===== src/rtl/conv_pe_pkg.sv =====
// Shared types and elaboration helpers for the conv_pe processing element.
package conv_pe_pkg;

  typedef enum logic [1:0] {
    IDLE,
    CALC,
    OUT
  } state_t;

  // Smallest r with 2**r >= v (0 for v <= 1).
  function automatic int unsigned clog2(input int unsigned v);
    int unsigned r;
    r = 0;
    for (int unsigned i = 0; i < 32; i++) begin
      if ((64'(1) << i) < 64'(v)) r = i + 1;
    end
    return r;
  endfunction

  function automatic int unsigned taps(input int unsigned k0, input int unsigned k1,
                                       input int unsigned ic);
    return k0 * k1 * ic;
  endfunction

  function automatic int unsigned min_acc_width(input int unsigned dw, input int unsigned t);
    return 2 * dw + clog2(t) + 1;
  endfunction

  localparam int unsigned DEF_TAPS          = taps(3, 3, 1);
  localparam int unsigned DEF_MIN_ACC_WIDTH = min_acc_width(8, DEF_TAPS);

endpackage


===== src/rtl/conv_pe_dot.sv =====
// Combinational signed dot product of one window against one filter row, plus bias.
module conv_pe_dot
  import conv_pe_pkg::*;
#(
  parameter int unsigned DATA_WIDTH = 8,
  parameter int unsigned TAPS       = DEF_TAPS,
  parameter int unsigned ACC_WIDTH  = 20
) (
  input  logic        [DATA_WIDTH*TAPS-1:0] i_window,
  input  logic        [DATA_WIDTH*TAPS-1:0] i_weights,
  input  logic signed [ACC_WIDTH-1:0]       i_bias,
  output logic signed [ACC_WIDTH-1:0]       o_sum
);

  logic signed [2*DATA_WIDTH-1:0] w_prod [TAPS];

  always_comb begin
    for (int unsigned t = 0; t < TAPS; t++) begin
      w_prod[t] = $signed(i_window[t*DATA_WIDTH +: DATA_WIDTH])
                * $signed(i_weights[t*DATA_WIDTH +: DATA_WIDTH]);
    end
  end

  // Size cast of a signed product sign-extends it to the accumulator width.
  always_comb begin
    o_sum = i_bias;
    for (int unsigned t = 0; t < TAPS; t++) begin
      o_sum = o_sum + ACC_WIDTH'(w_prod[t]);
    end
  end

endmodule


===== src/rtl/conv_pe.sv =====
// Convolution PE: one window per handshake, OUT_CHANNEL filtered results streamed out.
// Optional CONV_PE_RELU_EN clamps negative results to zero.
module conv_pe
  import conv_pe_pkg::*;
#(
  parameter  int unsigned DATA_WIDTH  = 8,
  parameter  int unsigned IN_CHANNEL  = 1,
  parameter  int unsigned KERNEL_0    = 3,
  parameter  int unsigned KERNEL_1    = 3,
  parameter  int unsigned OUT_CHANNEL = 4,
  parameter  int unsigned ACC_WIDTH   = 20,
  localparam int unsigned TAPS        = taps(KERNEL_0, KERNEL_1, IN_CHANNEL),
  localparam int unsigned CH_W        = (OUT_CHANNEL > 1) ? clog2(OUT_CHANNEL) : 1
) (
  input  logic                         clk,
  input  logic                         rst,
  input  logic        [DATA_WIDTH*TAPS-1:0] i_data,
  input  logic                         i_valid,
  output logic                         pe_ready,
  output logic                         pe_ack,
  input  logic                         wgt_wr_en,
  input  logic        [CH_W-1:0]       wgt_addr,
  input  logic        [DATA_WIDTH*TAPS-1:0] wgt_data,
  input  logic signed [ACC_WIDTH-1:0]  bias_data,
  output logic signed [ACC_WIDTH-1:0]  o_data,
  output logic        [CH_W-1:0]       o_channel,
  output logic                         o_valid,
  input  logic                         o_ready
);

  state_t r_state, w_next;

  logic        [DATA_WIDTH*TAPS-1:0] r_window;
  logic        [DATA_WIDTH*TAPS-1:0] r_wgt  [OUT_CHANNEL];
  logic signed [ACC_WIDTH-1:0]       r_bias [OUT_CHANNEL];
  logic        [CH_W-1:0]            r_ch;
  logic                              r_ack;
  logic                              r_ready;
  logic signed [ACC_WIDTH-1:0]       r_result;

  logic signed [ACC_WIDTH-1:0] w_sum;
  logic signed [ACC_WIDTH-1:0] w_res;
  logic                        w_accept;
  logic                        w_hs;
  logic                        w_last;
  logic                        w_wr;

  // r_ready mirrors "next state is IDLE", so it is low for the cycle after reset.
  assign w_accept = r_ready && i_valid;
  assign w_hs     = (r_state == OUT) && o_ready;
  assign w_last   = (r_ch == CH_W'(OUT_CHANNEL - 1));
  assign w_wr     = wgt_wr_en && (r_state == IDLE)
                 && ({1'b0, wgt_addr} < (CH_W + 1)'(OUT_CHANNEL));

  always_ff @(posedge clk) begin
    if (rst) r_state <= IDLE;
    else     r_state <= w_next;
  end

  always_comb begin
    w_next = r_state;
    unique case (r_state)
      IDLE:    if (w_accept) w_next = CALC;
      CALC:    w_next = OUT;
      OUT:     if (w_hs) w_next = w_last ? IDLE : CALC;
      default: w_next = IDLE;
    endcase
  end

  always_comb begin
    pe_ready  = r_ready;
    pe_ack    = r_ack;
    o_valid   = (r_state == OUT);
    o_data    = r_result;
    o_channel = r_ch;
  end

  conv_pe_dot #(
    .DATA_WIDTH (DATA_WIDTH),
    .TAPS       (TAPS),
    .ACC_WIDTH  (ACC_WIDTH)
  ) u_dot (
    .i_window  (r_window),
    .i_weights (r_wgt[r_ch]),
    .i_bias    (r_bias[r_ch]),
    .o_sum     (w_sum)
  );

  always_comb begin
`ifdef CONV_PE_RELU_EN
    w_res = w_sum[ACC_WIDTH-1] ? '0 : w_sum;
`else
    w_res = w_sum;
`endif
  end

  always_ff @(posedge clk) begin
    if (rst) begin
      r_ready  <= 1'b0;
      r_ack    <= 1'b0;
      r_ch     <= '0;
      r_window <= '0;
      r_result <= '0;
      for (int unsigned i = 0; i < OUT_CHANNEL; i++) begin
        r_wgt[i]  <= '0;
        r_bias[i] <= '0;
      end
    end else begin
      r_ready <= (w_next == IDLE);
      r_ack   <= w_accept;
      if (w_accept) begin
        r_window <= i_data;
        r_ch     <= '0;
      end
      if (r_state == CALC) r_result <= w_res;
      if (w_hs) r_ch <= w_last ? '0 : r_ch + CH_W'(1);
      if (w_wr) begin
        r_wgt[wgt_addr]  <= wgt_data;
        r_bias[wgt_addr] <= bias_data;
      end
    end
  end

endmodule


===== config.mk =====
export PLATFORM = sky130hd
export DESIGN_NAME = conv_pe
export DESIGN_NICKNAME = d
export VERILOG_FILES = /design/src/rtl/conv_pe_pkg.sv /design/src/rtl/conv_pe_dot.sv /design/src/rtl/conv_pe.sv
export SDC_FILE = /design/constraint.sdc
export NUM_CORES = 2
export LEC_CHECK = 0
export CAP_MARGIN = 20
export CORE_ASPECT_RATIO = 0.7
export CORE_UTILIZATION = 40
export CTS_BUF_LIST = sky130_fd_sc_hd__clkbuf_8
export DETAILED_ROUTE_END_ITERATION = 12
export GPL_ROUTABILITY_DRIVEN = 0
export PLACE_DENSITY = 0.64
export SLEW_MARGIN = 10
export SYNTH_ARGS = -nofsm -noshare
export SYNTH_HDL_FRONTEND = slang
export SYNTH_SLANG_ARGS = --single-unit

===== constraint.sdc =====
create_clock -name clk -period 10.9 [get_ports clk]
set_clock_uncertainty 0.1 [all_clocks]
set_input_delay 2.18 -clock clk [delete_from_list [all_inputs] [get_ports clk]]
set_output_delay 2.18 -clock clk [all_outputs]
set_load 0.005 [all_outputs]

==> metrics.md <==
| Metric | Value |
|---|---|
| Outcome | complete, no violations |
| Synth async-reset ratio | 0% |
| Vias in the first global route | between 20000 and 30000 |
| Post-DRT Antenna Nets | 0 |
| CTS Root Cell | clkbuf_8 |
| Syn-to-layout area delta | 11.6% |
| Register area | 13100 um2 |
| DP Wirelength | around 96000 um |
| I/O pin count | between 150 and 200 |
| CTS tree | done |
| Combinational family with the most area after synthesis | adder cells |
| GR Util met1 | about a third |
| Syn avg cell area | 11.3 um2 |
| Area occupied by multi-input gates | roughly 28000 um2 |
| Arr. time, crit path | 10.47 ns |
| Fin nets | approximately 5300 |
| Crit-path max FO | 39 |
| Most frequent cells in the layout | 953 x inv_1, 810 x fa_1, 684 x and2_1 |
| DR vias | 27700 |
| Most used routing layer | met1 |
| Largest net degree at the start of global routing | 93 |
| Die width | a little over 400 um |
| Buffer count from post-CTS setup fixing | 0 |
| Fillers | 10300 |
| DRT iter0 DRCs | 2039 |
| Met3 track demand over resource | approximately 8.0% |
| CTS Hold Bufs | 0 |
| Worst hold path type | reg -> reg |
| H-tree Lvls | 3 |
| Vias/cell | around 4.8 |
| Post-synth EDFFs | ~370 |
| WS Path Type | reg -> reg |
| Mapped Area | 45200 um2 |
| Total of max-cap violations | 0 |
| # clock sinks | ~470 |
| Detailed Routing Iterations Pass 1 | 6 |
| Max Freq | a little over 100 MHz |
| Grt met2 use | between 20% and 30% |
| Area contributors post-synth | fa_1 36%, edfxtp_1 24%, and2_1 9.5% |
| Fin crit share | between 90% and 100% |
| # port buffers | about 200 |
| Synth Area in Compound Gates | around 1.9% |
| Crit end category | register |
| Final min period | slightly below 10 ns |
| Most common cell after layout, fill and taps aside | inv_1 |
| # DRC | 0 |
| GRT Util Overall | a little over a fifth |
| GRT Residual Overflow | 0 |
| Clock transition at path regs | ~0.080 ns |
| Worst-Margin Slew | between 1 and 1.5 ns |
| First-pass GRT wire length | 182000 um |
| Setup violations, final | 0 |
| Setup TNS | 0 ns |
| Crit path launch type | register |
| Post-Synth XOR/XNOR Area | 0.582% |
| Post-synthesis sequential area ratio | around 29% |
| Adder-cell share of the synthesized area | 41.1% |
| Cells after Synth | ~4000 |
| Area fraction of the dominant cell type after synthesis | between 30% and 40% |
| Die Height | about 280 um |
| R2R setup slack | ~1 ns |
| Reg2reg path depth | 24 |
| Reg2reg end | o_data[15] |
| Seq cells post-synth | about 470 |
| Fin. Hold Viols | 0 |
| Slew HR | about a quarter |
| Share of cells above drive strength 1 | around 6.1% |
| Initial core utilization | between 40% and 50% |
| CP required | approximately 11 ns |
| Num CTS Buffers | 78 |
| Avg WL per Cell | about 21 um |
| WHS Path Cells | 2 |
| Final slew viol count | 0 |
| Clock latency on the worst-skew pair | about 0.76 ns |
| Min-delay src | o_data[8] |
| Synth Area in Simple Gates | 14.1% |
| RSZ-0062 raised after global routing | false |
| Routed WL | roughly 120000 um |
| Row cnt | 102 |
| Clock Tree Buf Depth | 3 |
| Post-synth top flop | edfxtp_1 |
| PostCTS Resize Cnt | 0 |
| Synth warn | 0 |
| Top cell type by total area after synthesis | fa_1 |
| Synth Net Count | around 5000 |
| Die area | 114000 um2 |
| Post-synth cell types | 54 |
| Hold Path End | o_data[8] |
| Mux share of post-synthesis cell area | between 4 and 5% |
| Initial antenna violation count | 11 |
| Core Region | around 110000 um2 |
metrics by stage:
step                util [%]  worst slack (ns)  instance area [um2]  std cells  hold WS [ns]
global placement        43.9              1.20                48800       5593         0.345
detailed placement      43.9              1.07                48800       5593         0.349
floorplan                  -              2.18                45200       3984         0.348
finish                  45.3             0.983                50400       5736         0.354
CTS                     45.3              1.05                50400       5730         0.357
global route            45.3             0.542                50400       5732         0.379
critical path, stage by stage (launching register included):
cell	delay [ns]
dfxtp_4	0.85
buf_12	0.37
mux4_2	0.72
and2_1	0.31
inv_1	0.26
fa_1	0.57
inv_1	0.13
fa_1	0.43
fa_1	0.51
inv_1	0.06
fa_1	0.53
inv_1	0.05
fa_1	0.48
fa_1	0.59
fa_1	0.46
fa_1	0.47
fa_1	0.51
fa_1	0.42
ha_1	0.38
inv_1	0.09
a21o_1	0.23
a311oi_2	0.64
a31oi_1	0.20
xnor2_1	0.17
a22o_1	0.23
logic make-up after synthesis:
logic type,after synthesis
fa+ha+maj,998
compound gates,147
flops,468
xor+xnor,30
buf+inv,1056
mux,101
simple gates,1184
cell type report:
cell class | instances | share of cell area, %
inverter | 934 | 6.96
sequential | 468 | 25.9
multi-input combinational | 2460 | 55.9
clock buffer | 84 | 2.29
timing repair buffer | 223 | 4.31
tap | 1508 | 3.74
antenna | 6 | 0.0298
clock inverter | 53 | 0.859
Yosys cell counts (all sizes together) (3+ instances only):
| master | n |
|---|---|
| nor3b | 4 |
| mux2i | 9 |
| fa | 810 |
| nor2 | 57 |
| or3 | 3 |
| and3 | 3 |
| edfxtp | 368 |
| nor3 | 10 |
| a21o | 3 |
| clkbuf | 80 |
| nor2b | 9 |
| ha | 188 |
| o21ai | 19 |
| nand2b | 21 |
| a21oi | 97 |
| a31oi | 3 |
| or2 | 13 |
| buf | 42 |
| mux4 | 85 |
| and2 | 685 |
| nand3 | 10 |
| xnor2 | 27 |
| nand2 | 364 |
| o21a | 4 |
| xor2 | 3 |
| a211oi | 5 |
| mux2 | 7 |
| dfxtp | 100 |
| a22o | 4 |
| inv | 934 |
sequential cells by signal (all words and copies together) (netlist names), named ones only:
name / flops
r_bias: 80
o_data: 20
pe_ready: 1
r_state: 2
pe_ack: 1
r_wgt: 288
r_window: 72
o_channel: 2
metal layers:
metal  vias up  wire, um
li1      12400         -
met1     14200     54400
met2       954     48700
met3       120     13200
met4        14      1710
met5         -       314
worst max path at each step:
| stage | from | to | slack (ns) | cells after the start |
|---|---|---|---|---|
| after floorplan | register | o_data[19] | 2.18 | 28 |
| after global placement | register | o_data[15] | 1.20 | 26 |
| after detailed placement | register | o_data[15] | 1.07 | 26 |
| after CTS | register | o_data[15] | 1.05 | 26 |
| after global routing | register | o_data[17] | 0.54 | 26 |
| final | register | o_data[15] | 0.98 | 24 |
Power is not shown: default switching activity piles up to over one toggle a cycle in this logic, so the estimate is an artifact.
